==> config.mk <==
export PLATFORM = sky130hd
export DESIGN_NAME = mm_master_arbiter
export DESIGN_NICKNAME = d
export VERILOG_FILES = /design/src/rtl/mm_master_arbiter.sv
export SDC_FILE = /design/constraint.sdc
export NUM_CORES = 1
export LEC_CHECK = 0
export ABC_AREA = 1
export CORE_AREA = 2 2 115 117
export CTS_BUF_LIST = sky130_fd_sc_hd__clkbuf_4 sky130_fd_sc_hd__clkbuf_8
export DETAILED_ROUTE_END_ITERATION = 8
export DIE_AREA = 0 0 117 119
export HOLD_SLACK_MARGIN = 0.08
export PLACE_DENSITY = 0.83
export SYNTH_ARGS = -nofsm -noshare
export SYNTH_HDL_FRONTEND = slang
export SYNTH_SLANG_ARGS = --single-unit
==> constraint.sdc <==
create_clock -name clk -period 11.7 [get_ports clk]
set_clock_uncertainty 0.2 [all_clocks]
set_input_delay 1.17 -clock clk [delete_from_list [all_inputs] [get_ports clk]]
set_output_delay 1.17 -clock clk [all_outputs]
set_load 0.03 [all_outputs]
==> src/rtl/mm_master_arbiter.sv <==
// Two-requester arbiter in front of an Avalon read master and write master.
// One single-word transaction is outstanding at a time; each wait state is bounded by TIMEOUT.
module mm_master_arbiter #(
    parameter int unsigned ADDRESSWIDTH = 28,
    parameter int unsigned DATAWIDTH    = 32,
    parameter int unsigned TIMEOUT      = 255
) (
    input  logic                      clk,
    input  logic                      reset,
    input  logic [1:0]                req_valid,
    input  logic [1:0]                req_we,
    input  logic [2*ADDRESSWIDTH-1:0] req_addr,
    input  logic [2*DATAWIDTH-1:0]    req_wdata,
    output logic [1:0]                req_grant,
    output logic [1:0]                req_done,
    output logic [1:0]                req_err,
    output logic [DATAWIDTH-1:0]      rsp_rdata,
    input  logic                      write_control_done,
    output logic [ADDRESSWIDTH-1:0]   write_control_write_base,
    output logic                      write_control_go,
    output logic                      write_user_write_buffer,
    output logic [DATAWIDTH-1:0]      write_user_buffer_data,
    input  logic                      write_user_buffer_full,
    input  logic                      read_control_done,
    output logic [ADDRESSWIDTH-1:0]   read_control_read_base,
    output logic                      read_control_go,
    output logic                      read_user_read_buffer,
    input  logic [DATAWIDTH-1:0]      read_user_buffer_output_data,
    input  logic                      read_user_data_available
);

    localparam logic [2:0] S_IDLE    = 3'd0;
    localparam logic [2:0] S_RD_GO   = 3'd1;
    localparam logic [2:0] S_RD_WAIT = 3'd2;
    localparam logic [2:0] S_RD_POP  = 3'd3;
    localparam logic [2:0] S_WR_GO   = 3'd4;
    localparam logic [2:0] S_WR_WAIT = 3'd5;
    localparam logic [2:0] S_RESP    = 3'd6;

    localparam logic [7:0] TO_LAST = 8'(TIMEOUT - 1);

    logic [2:0]              state_q, state_d;
    logic                    rr_q, rr_d;
    logic                    id_q, id_d;
    logic                    we_q, we_d;
    logic                    err_q, err_d;
    logic [7:0]              cnt_q, cnt_d;
    logic [ADDRESSWIDTH-1:0] addr_q, addr_d;
    logic [DATAWIDTH-1:0]    wdata_q, wdata_d;
    logic [DATAWIDTH-1:0]    rdata_q, rdata_d;

    logic                    sel;
    logic                    timed;
    logic                    to_hit;
    logic [1:0]              grant_c;
    logic                    rd_go_c, rd_pop_c, wr_go_c, done_c;

    always_ff @(posedge clk or posedge reset) begin
        if (reset) begin
            state_q <= S_IDLE;
            rr_q    <= 1'b0;
            id_q    <= 1'b0;
            we_q    <= 1'b0;
            err_q   <= 1'b0;
            cnt_q   <= 8'd0;
            addr_q  <= '0;
            wdata_q <= '0;
            rdata_q <= '0;
        end else begin
            state_q <= state_d;
            rr_q    <= rr_d;
            id_q    <= id_d;
            we_q    <= we_d;
            err_q   <= err_d;
            cnt_q   <= cnt_d;
            addr_q  <= addr_d;
            wdata_q <= wdata_d;
            rdata_q <= rdata_d;
        end
    end

    assign to_hit = (cnt_q == TO_LAST);
    assign sel    = (req_valid == 2'b11) ? rr_q : req_valid[1];

    // Next-state, grant and master strobes; completion is tested before timeout so it wins a tie.
    always_comb begin
        state_d  = state_q;
        rr_d     = rr_q;
        id_d     = id_q;
        we_d     = we_q;
        err_d    = err_q;
        addr_d   = addr_q;
        wdata_d  = wdata_q;
        rdata_d  = rdata_q;
        grant_c  = 2'b00;
        rd_go_c  = 1'b0;
        rd_pop_c = 1'b0;
        wr_go_c  = 1'b0;
        done_c   = 1'b0;
        case (state_q)
            S_IDLE: begin
                if (!reset && (req_valid != 2'b00)) begin
                    grant_c = sel ? 2'b10 : 2'b01;
                    id_d    = sel;
                    we_d    = sel ? req_we[1] : req_we[0];
                    addr_d  = sel ? req_addr[2*ADDRESSWIDTH-1:ADDRESSWIDTH]
                                  : req_addr[ADDRESSWIDTH-1:0];
                    wdata_d = sel ? req_wdata[2*DATAWIDTH-1:DATAWIDTH]
                                  : req_wdata[DATAWIDTH-1:0];
                    rr_d    = ~sel;
                    err_d   = 1'b0;
                    state_d = we_d ? S_WR_GO : S_RD_GO;
                end
            end
            S_RD_GO: begin
                rd_go_c = 1'b1;
                state_d = S_RD_WAIT;
            end
            S_RD_WAIT: begin
                if (read_control_done) begin
                    state_d = S_RD_POP;
                end else if (to_hit) begin
                    err_d   = 1'b1;
                    state_d = S_RESP;
                end
            end
            S_RD_POP: begin
                if (read_user_data_available) begin
                    rd_pop_c = 1'b1;
                    rdata_d  = read_user_buffer_output_data;
                    state_d  = S_RESP;
                end else if (to_hit) begin
                    err_d   = 1'b1;
                    state_d = S_RESP;
                end
            end
            S_WR_GO: begin
                if (!write_user_buffer_full) begin
                    wr_go_c = 1'b1;
                    state_d = S_WR_WAIT;
                end else if (to_hit) begin
                    err_d   = 1'b1;
                    state_d = S_RESP;
                end
            end
            S_WR_WAIT: begin
                if (write_control_done) begin
                    state_d = S_RESP;
                end else if (to_hit) begin
                    err_d   = 1'b1;
                    state_d = S_RESP;
                end
            end
            S_RESP: begin
                done_c  = 1'b1;
                state_d = S_IDLE;
            end
            default: state_d = S_IDLE;
        endcase
    end

    // Wait-state counter restarts on every state change.
    assign timed = (state_q == S_RD_WAIT) || (state_q == S_RD_POP) ||
                   (state_q == S_WR_GO)   || (state_q == S_WR_WAIT);

    always_comb begin
        cnt_d = 8'd0;
        if (timed && (state_d == state_q)) begin
            cnt_d = cnt_q + 8'd1;
        end
    end

    assign req_grant                = grant_c;
    assign req_done                 = done_c ? (id_q ? 2'b10 : 2'b01) : 2'b00;
    assign req_err                  = (done_c && err_q) ? (id_q ? 2'b10 : 2'b01) : 2'b00;
    assign rsp_rdata                = rdata_q;
    assign read_control_go          = rd_go_c;
    assign read_user_read_buffer    = rd_pop_c;
    assign read_control_read_base   = addr_q;
    assign write_control_go         = wr_go_c;
    assign write_user_write_buffer  = wr_go_c;
    assign write_control_write_base = addr_q;
    assign write_user_buffer_data   = wdata_q;

endmodule

==> results_dict.tcl <==
set metrics [dict create \
    crit_path_start "read_user_data_available" \
    first_pass_iters 4 \
    synthTopCellsByArea "dfrtp_1 (54%), nand2_1 (23%), nand3_1 (7.0%)" \
    drt_wl_total_mm 15.61 \
    register_area_sq_um 2653 \
    highest_layer "met4" \
    final_max_slew_viol_count 0 \
    antenna_found_initial 0 \
    clock_tree.root_cell "clkbuf_8" \
    post-place-cells 1017 \
    timing.slew.headroom 0.2429 \
    worstPathMaxFanout 35 \
    cp_data_required_time_ns 10.33 \
    synthFlopType "dfrtp_1" \
    leakage_nw 3.643 \
    dpl_cell_area_sq_um 7716 \
    instances_no_fill 1033 \
    cts_tree "built" \
    outcome "complete, no violations" \
    fin_crit_sh 0.4237 \
    max-vdd-ir-drop_mv 0.1510 \
    wl_met3_mm 1.526 \
    path_clk_slew_ns 0.11 \
    final_nets 1016 \
    setup_viol 0 \
    power_density_nw_per_um2 258.7 \
    core_area_sq_um 12870 \
    ys_types 25 \
    grt_max_degree 62 \
    crit_type "in -> out" \
    rows 42 \
    arrival_ns 3.59 \
    finalHoldViolCount 0 \
    grt_pass1_wl_mm 23.68 \
    yosys.area.top_type "dfrtp_1" \
    cpMaxStageDelayCell "clkdlybuf4s50_1" \
    worst_slew_pin_slew_ns 1.136 \
    rr_endpoint "err_q" \
    synthToLayoutAreaGrowth_pct 61.94 \
    path_buf_inv 4 \
    power_mw 2.055 \
    start_util 0.3810 \
    drc 0 \
    hpwl_mm 11.50 \
    fillers 1075 \
    final_core_util 0.6169 \
    drt_iter0_drc 318 \
    cts_buffer_depth 2 \
    timing.critical_path.mode_cell "clkdlybuf4s50_1" \
    ys_async_sr_fraction 1.000 \
    fp.dieW_um 117 \
    hold_end "rsp_rdata[9]" \
    setup_ws_ns 6.743 \
    crit_path_end_kind "output port" \
    synth_area_per_cell_sq_um 8.175 \
    n_antenna_cell 0 \
    clock-sinks 106 \
    portBuffers 291 \
    multi_input_comb_area_sq_um 1819 \
    synthesis.nets 764 \
    pre_cts_ws_ns 6.765 \
    syn_area_sq_um 4905 \
    clkLatencyLatePin_ns 0.38 \
    yosysMostFrequentCell "nand2_1" \
    ys_top_cells_by_count "nand2_1 (303), dfrtp_1 (106), nand3_1 (69)" \
    postCtsSetupRepairBufs 0 \
    grtUsageTotal 0.2202 \
    grt_pass1_vias 4673 \
    via_per_inst 4.656 \
    synth-seq-cells 106 \
    ys.warnings.count 0 \
    rr_startpoint "state_q[1]" \
    die-area_sq_um 13920 \
    hold_path_depth 2 \
    seq_area_frac_synth 0.5408 \
    rsz0062_at_grt "false" \
    synth_edf_count 0 \
    final_antenna_net_count 0 \
    critPathTopFamily "buffers and inverters" \
    synth.top_cell.area_share 0.5408 \
    hold_start "rsp_rdata[9]" \
    reg2reg_slack_ns 9.39 \
    final.setup.tns_ns 0 \
    holdCritPathClass "reg -> reg" \
    fmax_mhz 201.7 \
    netlist_instances 600 \
    htreeDepth 3 \
    maxCapViolCount 0 \
    cts_resized 0 \
    gp_congestion 0.9145 \
    wl_met2_mm 7.203 \
    crit_path_cell_trace "clkdlybuf4s50_1 > nand4_2 > buf_4 > inv_1 > clkdlybuf4s50_1" \
    drive_gt1_frac 0.05368 \
    holdBufCountCts 0 \
    drt-met1-wl_mm 6.363 \
    holdWs_ns 0.2876 \
    avgRoutedWirePerCell_um 15.11 \
    slowest_delay_ns 0.82 \
    vias 4810 \
    pin_count 292 \
    start_kind "input pin" \
    die_h_um 119 \
    fin_crit_ns 4.958 \
    postLayoutCellArea_sq_um 7943 \
    grt-ovfl-total 0 \
    reg2reg_depth 7 \
    numCtsBuffers 9 \
]
cell usage in the layout (no fill, tap or decap), types with 6 or more instances in the layout:
master	n
nand2_1	303
clkdlybuf4s50_1	291
dfrtp_1	106
nand3_1	69
inv_1	12
nor2_2	9
clkbuf_8	9
nor2_1	7
inv_2	6
worst max path at each step:
stage | depth (start not counted) | endpoint | slack [ns]
2_1_floorplan | 6 | req_grant[0] | 5.95
3_3_place_gp | 5 | read_user_read_buffer | 6.77
3_5_place_dp | 5 | read_user_read_buffer | 6.76
4_1_cts | 5 | read_user_read_buffer | 6.75
5_1_grt | 5 | read_user_read_buffer | 6.62
6_report | 5 | read_user_read_buffer | 6.74
cell families (layout without fill, tap and decap cells):
kind of cell	Yosys count	count (layout)	share of synthesized area
and+or+nand+nor	403	403	0.3452
xor gates and xnor gates	6	6	0.01071
buffers and inverters	74	331	0.08827
AOI/OAI and AO/OA	9	9	0.009948
adders and majority gates	2	2	0.005101
DFF	106	106	0.5408
cell type report:
cell class / count / share of cell area
inverters: 19 / 0.009294
flip-flops and latches: 106 / 0.3340
clock buffers: 9 / 0.01560
well taps: 176 / 0.02773
multi-input cells: 420 / 0.2290
clock inverters: 7 / 0.01292
repair buffers: 296 / 0.3715
power breakdown:
group	internal (mW)	leakage (nW)	switching, mW
Sequential	0.524	1.34	0.112
Clock	0.123	0.115	0.134
Combinational	0.477	2.19	0.684
Total	1.12	3.64	0.930
state kept, by name, summed over array words and instances (netlist names):
register and flops:
write_user_buffer_data 32, read_control_read_base 28, state_q 3, err_q 1
rr_q 1, cnt_q 8, id_q 1, rsp_rdata 32
routing by layer:
metal  vias up  global-route usage
met2       233              0.3515
met4         0             0.09926
met5         -                   0
met3        35             0.07379
met1      2192              0.2679
li1       2350                   -
worst min-delay path: stages, from the launching register on:
cell and delay [ns]:
dfrtp_1 0.36, nand2_1 0.05, nand2_1 0.05
Note: power is estimated with default switching activity, not from simulation.
